`src/rtl/serial_pkg.sv`:
```
// serial_pkg: constants, FSM state type and parity helper shared by the serial
// transmitter and receiver.
package serial_pkg;

    localparam int unsigned DATA_WIDTH = 8;

    // Line states: IDLE (nothing on the line), DATA (bit counter selects the bit),
    // PARITY (trailing parity bit, only reachable when parity is built in).
    typedef enum logic [1:0] {
        IDLE   = 2'd0,
        DATA   = 2'd1,
        PARITY = 2'd2
    } p2s_state_e;

    // Even-style parity: XOR of all data bits.
    function automatic logic xor_parity(input logic [DATA_WIDTH-1:0] data);
        return ^data;
    endfunction

endpackage

```
`src/rtl/parallel_to_serial.sv`:
```
// parallel_to_serial: accepts bytes over a valid/ready handshake and shifts them out
// LSB first, one bit per cycle, with a start_bit marker on bit 0. A one-entry holding
// buffer lets the next byte follow the current frame with no idle cycles.
// Build option: P2S_PARITY_EN adds an optional per-byte parity bit (XOR of data bits);
// without it parity_enable is ignored and every frame is 8 bits.
module parallel_to_serial
    import serial_pkg::*;
(
    input  logic                  clock,
    input  logic                  reset_n,
    input  logic [DATA_WIDTH-1:0] data_in,
    input  logic                  data_in_valid,
    output logic                  data_in_ready,
    input  logic                  parity_enable,
    output logic                  start_bit,
    output logic                  serial_data,
    output logic                  busy
);

    localparam int unsigned      CNT_W    = $clog2(DATA_WIDTH);
    localparam logic [CNT_W-1:0] LAST_BIT = CNT_W'(DATA_WIDTH - 1);

    p2s_state_e            state_q, state_d;
    logic [CNT_W-1:0]      cnt_q, cnt_d;
    logic [DATA_WIDTH-1:0] data_q, data_d;
    logic                  buf_full_q, buf_full_d;
    logic [DATA_WIDTH-1:0] buf_data_q, buf_data_d;
    logic                  start_q, start_d;
    logic                  serial_q, serial_d;
    logic                  busy_q, busy_d;
    logic                  accept;
    logic                  frame_end;

`ifdef P2S_PARITY_EN
    logic par_q, par_d;
    logic buf_par_q, buf_par_d;
`else
    logic unused_parity_enable;
    assign unused_parity_enable = parity_enable;
`endif

    // Ready depends only on buffer occupancy, never on the line state.
    assign data_in_ready = ~buf_full_q;
    assign start_bit     = start_q;
    assign serial_data   = serial_q;
    assign busy          = busy_q;

    // Next-state: decide what goes on the line next cycle and manage the buffer.
    always_comb begin
        state_d    = state_q;
        cnt_d      = cnt_q;
        data_d     = data_q;
        buf_full_d = buf_full_q;
        buf_data_d = buf_data_q;
        start_d    = 1'b0;
        serial_d   = 1'b0;
`ifdef P2S_PARITY_EN
        par_d      = par_q;
        buf_par_d  = buf_par_q;
`endif

        accept = data_in_valid & ~buf_full_q;

        // frame_end: the line is free for a new frame after this edge.
        frame_end = 1'b1;
        if (state_q == DATA) begin
            frame_end = (cnt_q == LAST_BIT);
`ifdef P2S_PARITY_EN
            if (par_q) begin
                frame_end = 1'b0;
            end
`endif
        end

        if (frame_end) begin
            if (buf_full_q) begin
                // Buffered byte has priority; ready is low so nothing new arrives now.
                state_d    = DATA;
                cnt_d      = '0;
                data_d     = buf_data_q;
                buf_full_d = 1'b0;
                start_d    = 1'b1;
                serial_d   = buf_data_q[0];
`ifdef P2S_PARITY_EN
                par_d      = buf_par_q;
`endif
            end else if (accept) begin
                // Bypass the buffer so bit 0 appears right after the accepting edge.
                state_d  = DATA;
                cnt_d    = '0;
                data_d   = data_in;
                start_d  = 1'b1;
                serial_d = data_in[0];
`ifdef P2S_PARITY_EN
                par_d    = parity_enable;
`endif
            end else begin
                state_d = IDLE;
                cnt_d   = '0;
            end
        end else begin
            if (accept) begin
                buf_full_d = 1'b1;
                buf_data_d = data_in;
`ifdef P2S_PARITY_EN
                buf_par_d  = parity_enable;
`endif
            end
            if (cnt_q != LAST_BIT) begin
                cnt_d    = cnt_q + 1'b1;
                serial_d = data_q[cnt_d];
            end
`ifdef P2S_PARITY_EN
            else begin
                state_d  = PARITY;
                serial_d = xor_parity(data_q);
            end
`endif
        end

        busy_d = (state_d != IDLE) | buf_full_d;
    end

    // State, buffer and registered line outputs; reset aborts any frame at once.
    always_ff @(posedge clock or negedge reset_n) begin
        if (!reset_n) begin
            state_q    <= IDLE;
            cnt_q      <= '0;
            data_q     <= '0;
            buf_full_q <= 1'b0;
            buf_data_q <= '0;
            start_q    <= 1'b0;
            serial_q   <= 1'b0;
            busy_q     <= 1'b0;
`ifdef P2S_PARITY_EN
            par_q      <= 1'b0;
            buf_par_q  <= 1'b0;
`endif
        end else begin
            state_q    <= state_d;
            cnt_q      <= cnt_d;
            data_q     <= data_d;
            buf_full_q <= buf_full_d;
            buf_data_q <= buf_data_d;
            start_q    <= start_d;
            serial_q   <= serial_d;
            busy_q     <= busy_d;
`ifdef P2S_PARITY_EN
            par_q      <= par_d;
            buf_par_q  <= buf_par_d;
`endif
        end
    end

endmodule

```
`config.mk`:
```
export PLATFORM = sky130hd
export DESIGN_NAME = parallel_to_serial
export DESIGN_NICKNAME = d
export VERILOG_FILES = /design/src/rtl/serial_pkg.sv /design/src/rtl/parallel_to_serial.sv
export SDC_FILE = /design/constraint.sdc
export NUM_CORES = 1
export LEC_CHECK = 0
export CAP_MARGIN = 0
export CORE_MARGIN = 10
export CORE_UTILIZATION = 50
export DETAILED_ROUTE_END_ITERATION = 10
export DONT_BUFFER_PORTS = 1
export PLACE_DENSITY = 0.76
export SYNTH_ARGS = -nofsm -noshare
export SYNTH_HDL_FRONTEND = slang
export SYNTH_SLANG_ARGS = --single-unit
```
`constraint.sdc`:
```
create_clock -name clock -period 2.05 [get_ports clock]
set_input_delay 0.3075 -clock clock [delete_from_list [all_inputs] [get_ports clock]]
set_output_delay 0.3075 -clock clock [all_outputs]
set_load 0.01 [all_outputs]
```
==> run_results.csv <==
group,metric,value,unit
power_and_ir_drop,power,1.06,mW
critical_path,path_cells,"ha_1 -> ha_1 -> nor3b_4 -> nand3_2 -> mux2_2",
global_route,grt_max_degree,26,
finish,final_cell_mix,"dfrtp_1 (25), mux2_2 (23), mux2i_1 (4)",
critical_path,startpoint_type,"register",
routing,routed_wl,1750,um
critical_path,end_kind,"register",
synth,yosys.area_share.adder,3.35,%
sta,finalCritPeriodShare,90.6,%
synth,syn_inst,76,
floorplanning,dieArea,0.00453,mm^2
floorplanning,io_pins,16,
finish,seq_area,626,um^2
flow_run,maxCapViolCount,0,
routing,drt_iter0_markers,15,
floorplanning,coreArea,0.00217,mm^2
synth,synth_warnings,0,
critical_path,cp.required,2.26,ns
finish,postLayoutCoreUtil,55.4,%
place,io_buffer_count,0,
global_route,overflow,0,
finish,multi_input_area,474,um^2
global_route,antenna_found_initial,0,
synth,syn_area,0.00112,mm^2
finish,final_layout_size_suffix_gt1_share,42.0,%
global_route,grt_pass1_wl,2840,um
floorplanning,die_w,67.3,um
clocking,cts_tree,"done",
place,placedCellCount,103,
clocking,clock-sinks,25,
synth,synth_nets,91,
sta,clock_skew,0.0119,ns
synth,synth_top_family_by_area,"multiplexers",
critical_path,crit_top_cell,"ha_1",
floorplanning,start_util,51.6,%
global_route,met1_usage,9.52,%
clocking,root_buffer,"clkbuf_4",
global_route,grt_pass1_vias,619,
global_route,grt_usage,8.42,%
finish,n_antenna_cell,0,
synth,synth_compound_area_share,1.90,%
worst_hold_path,hold_path_class,"in -> reg",
critical_path,max_stage_delay,0.43,ns
sta,clock.fmax,538,MHz
floorplanning,fp-row-count,17,
place,dp_hpwl,1270,um
finish,area_growth,7.37,%
clocking,htree_levels,1,
finish,nFillCells,190,
finish,fin_cells,109,
synth,synth_cell_types,22,
global_route,use_met2,13.6,%
critical_path,arrival,2.06,ns
sta,finalWorstPathRequiredPeriod,1.86,ns
synth,synth.area.mux_share,28.7,%
sta,finalSetupTns,0,ns
synth,synth_area_per_cell,14.7,um^2
sta,rsz0062_at_grt,"no",
clocking,clock_path_buffers,2,
power_and_ir_drop,p_leak,0.531,nW
place,post-place-ws,0.200,ns
sta,hold_viol,0,
status,status,"complete, no violations",
routing,postRouteAntennaNets,0,
finish,layout.cells.most_common,"dfrtp_1",
global_route,grt-busiest-layer,"met2",
routing,vias,584,
sta,fin_ws,0.192,ns
clocking,clk_pin_slew,0.14,ns
synth,synth_simple_gate_area_share,8.04,%
power_and_ir_drop,peakVddDrop,0.476,mV
critical_path,path_max_fanout,8,
clocking,worstSkewPairLatency,0.32,ns
critical_path,cp_slowest_cell,"dfrtp_1",
sta,whs,0.129,ns
floorplanning,die_h,67.3,um
global_route,gr-usage-met3,2.48,%
routing,dr.pass1.iters,3,
place,placed_cell_area,0.00115,mm^2
routing,wl_per_cell,16.1,um
synth,ys_seq_elements,25,
power_and_ir_drop,p_per_area,883,mW/mm^2
routing,drc,0,
finish,nets,97,
finish,fin_area,0.00120,mm^2
clocking,ctsResizeCount,0,
critical_path,path_class,"reg -> reg",
clocking,cts_made_buffers,3,
sta,slew_viol_final,0,
routing,viasPerCell,5.36,
place,gp_congestion,0.794,
sta,setup_viol,0,
synth,synthXorXnorAreaFrac,0,%
synth,yosysSeqAreaShare,55.9,%
-- final timing paths --
check / startpoint / end / slack (ns) / cells after the start
setup reg to reg: cnt_q[0] / buf_data_q[1] / 0.19 / 5
setup / recovery: cnt_q[0] / buf_data_q[1] / 0.19 / 5
min in group asynchronous: reset_n / data_q[7] / 0.40 / 2
hold / removal: data_in[0] / buf_data_q[0] / 0.13 / 1
max in group asynchronous: reset_n / buf_data_q[4] / 1.50 / 2
hold reg to reg: cnt_q[0] / cnt_q[0] / 0.49 / 1
-- report_power, final --
group          leakage [nW]  switching [mW]  internal [mW]
Sequential            0.298          0.0493          0.585
Combinational         0.218          0.0795          0.131
Clock                0.0150           0.142         0.0760
Total                 0.531           0.270          0.792
-- state kept, by name, indices dropped and copies added (netlist names) --
name,flops
serial_data,1
start_bit,1
cnt_q,3
state_q,2
data_q,8
buf_full_q,1
buf_data_q,8
busy,1
-- worst max-delay path: cells and delay by family (launching register included) --
family | cells | cell delay, ns
mux | 1 | 0.33
simple gates | 2 | 0.53
flops | 1 | 0.43
fa+ha+maj | 2 | 0.44
-- kinds of logic after synthesis --
group                      count (synthesis)
muxes                                     28
AOI/OAI and AO/OA                          3
and+or+nand+nor                           13
other                                      1
adders and majority gates                  3
buffers and inverters                      3
DFF                                       25
-- layer usage --
layer  up-vias  share of wire, %
met5         -                 0
met4         0               2.6
met3         4               5.2
met2        10                45
met1       290                47
li1        280                 -
-- repair_timing --
item	CTS	global route
hold buffers	2	0
endpoints found under the hold margin	25	0
setup buffers	0	0
-- synth_stat cells --
| cell type | number | area [um^2] |
|---|---|---|
| nor3b_1 | 1 | 7.51 |
| a21oi_1 | 1 | 5.00 |
| dfrtp_1 | 25 | 626 |
| buf_6 | 1 | 11.3 |
| ha_1 | 3 | 37.5 |
| and2_1 | 1 | 6.26 |
| nor2b_1 | 1 | 6.26 |
| conb_1 | 1 | 3.75 |
| inv_1 | 1 | 3.75 |
| nor3b_4 | 1 | 18.8 |
| mux2_2 | 23 | 259 |
| and2_2 | 1 | 7.51 |
| nand2_1 | 2 | 7.51 |
| mux4_2 | 1 | 22.5 |
| nor2_1 | 3 | 11.3 |
| or3b_2 | 1 | 8.76 |
| buf_2 | 1 | 5.00 |
| a221oi_1 | 1 | 8.76 |
| nand3_2 | 1 | 10.0 |
| mux2i_1 | 4 | 40.0 |
| a21o_1 | 1 | 7.51 |
| nor2_2 | 1 | 6.26 |
-- layout make-up --
class                      count  share of cell area [%]
timing repair buffer           3                    3.12
clock buffer                   4                    2.19
inverter                       1                   0.312
multi-input combinational     48                    39.4
sequential                    25                    52.0
tap                           28                    2.91
(Power assumes the default switching activity.)
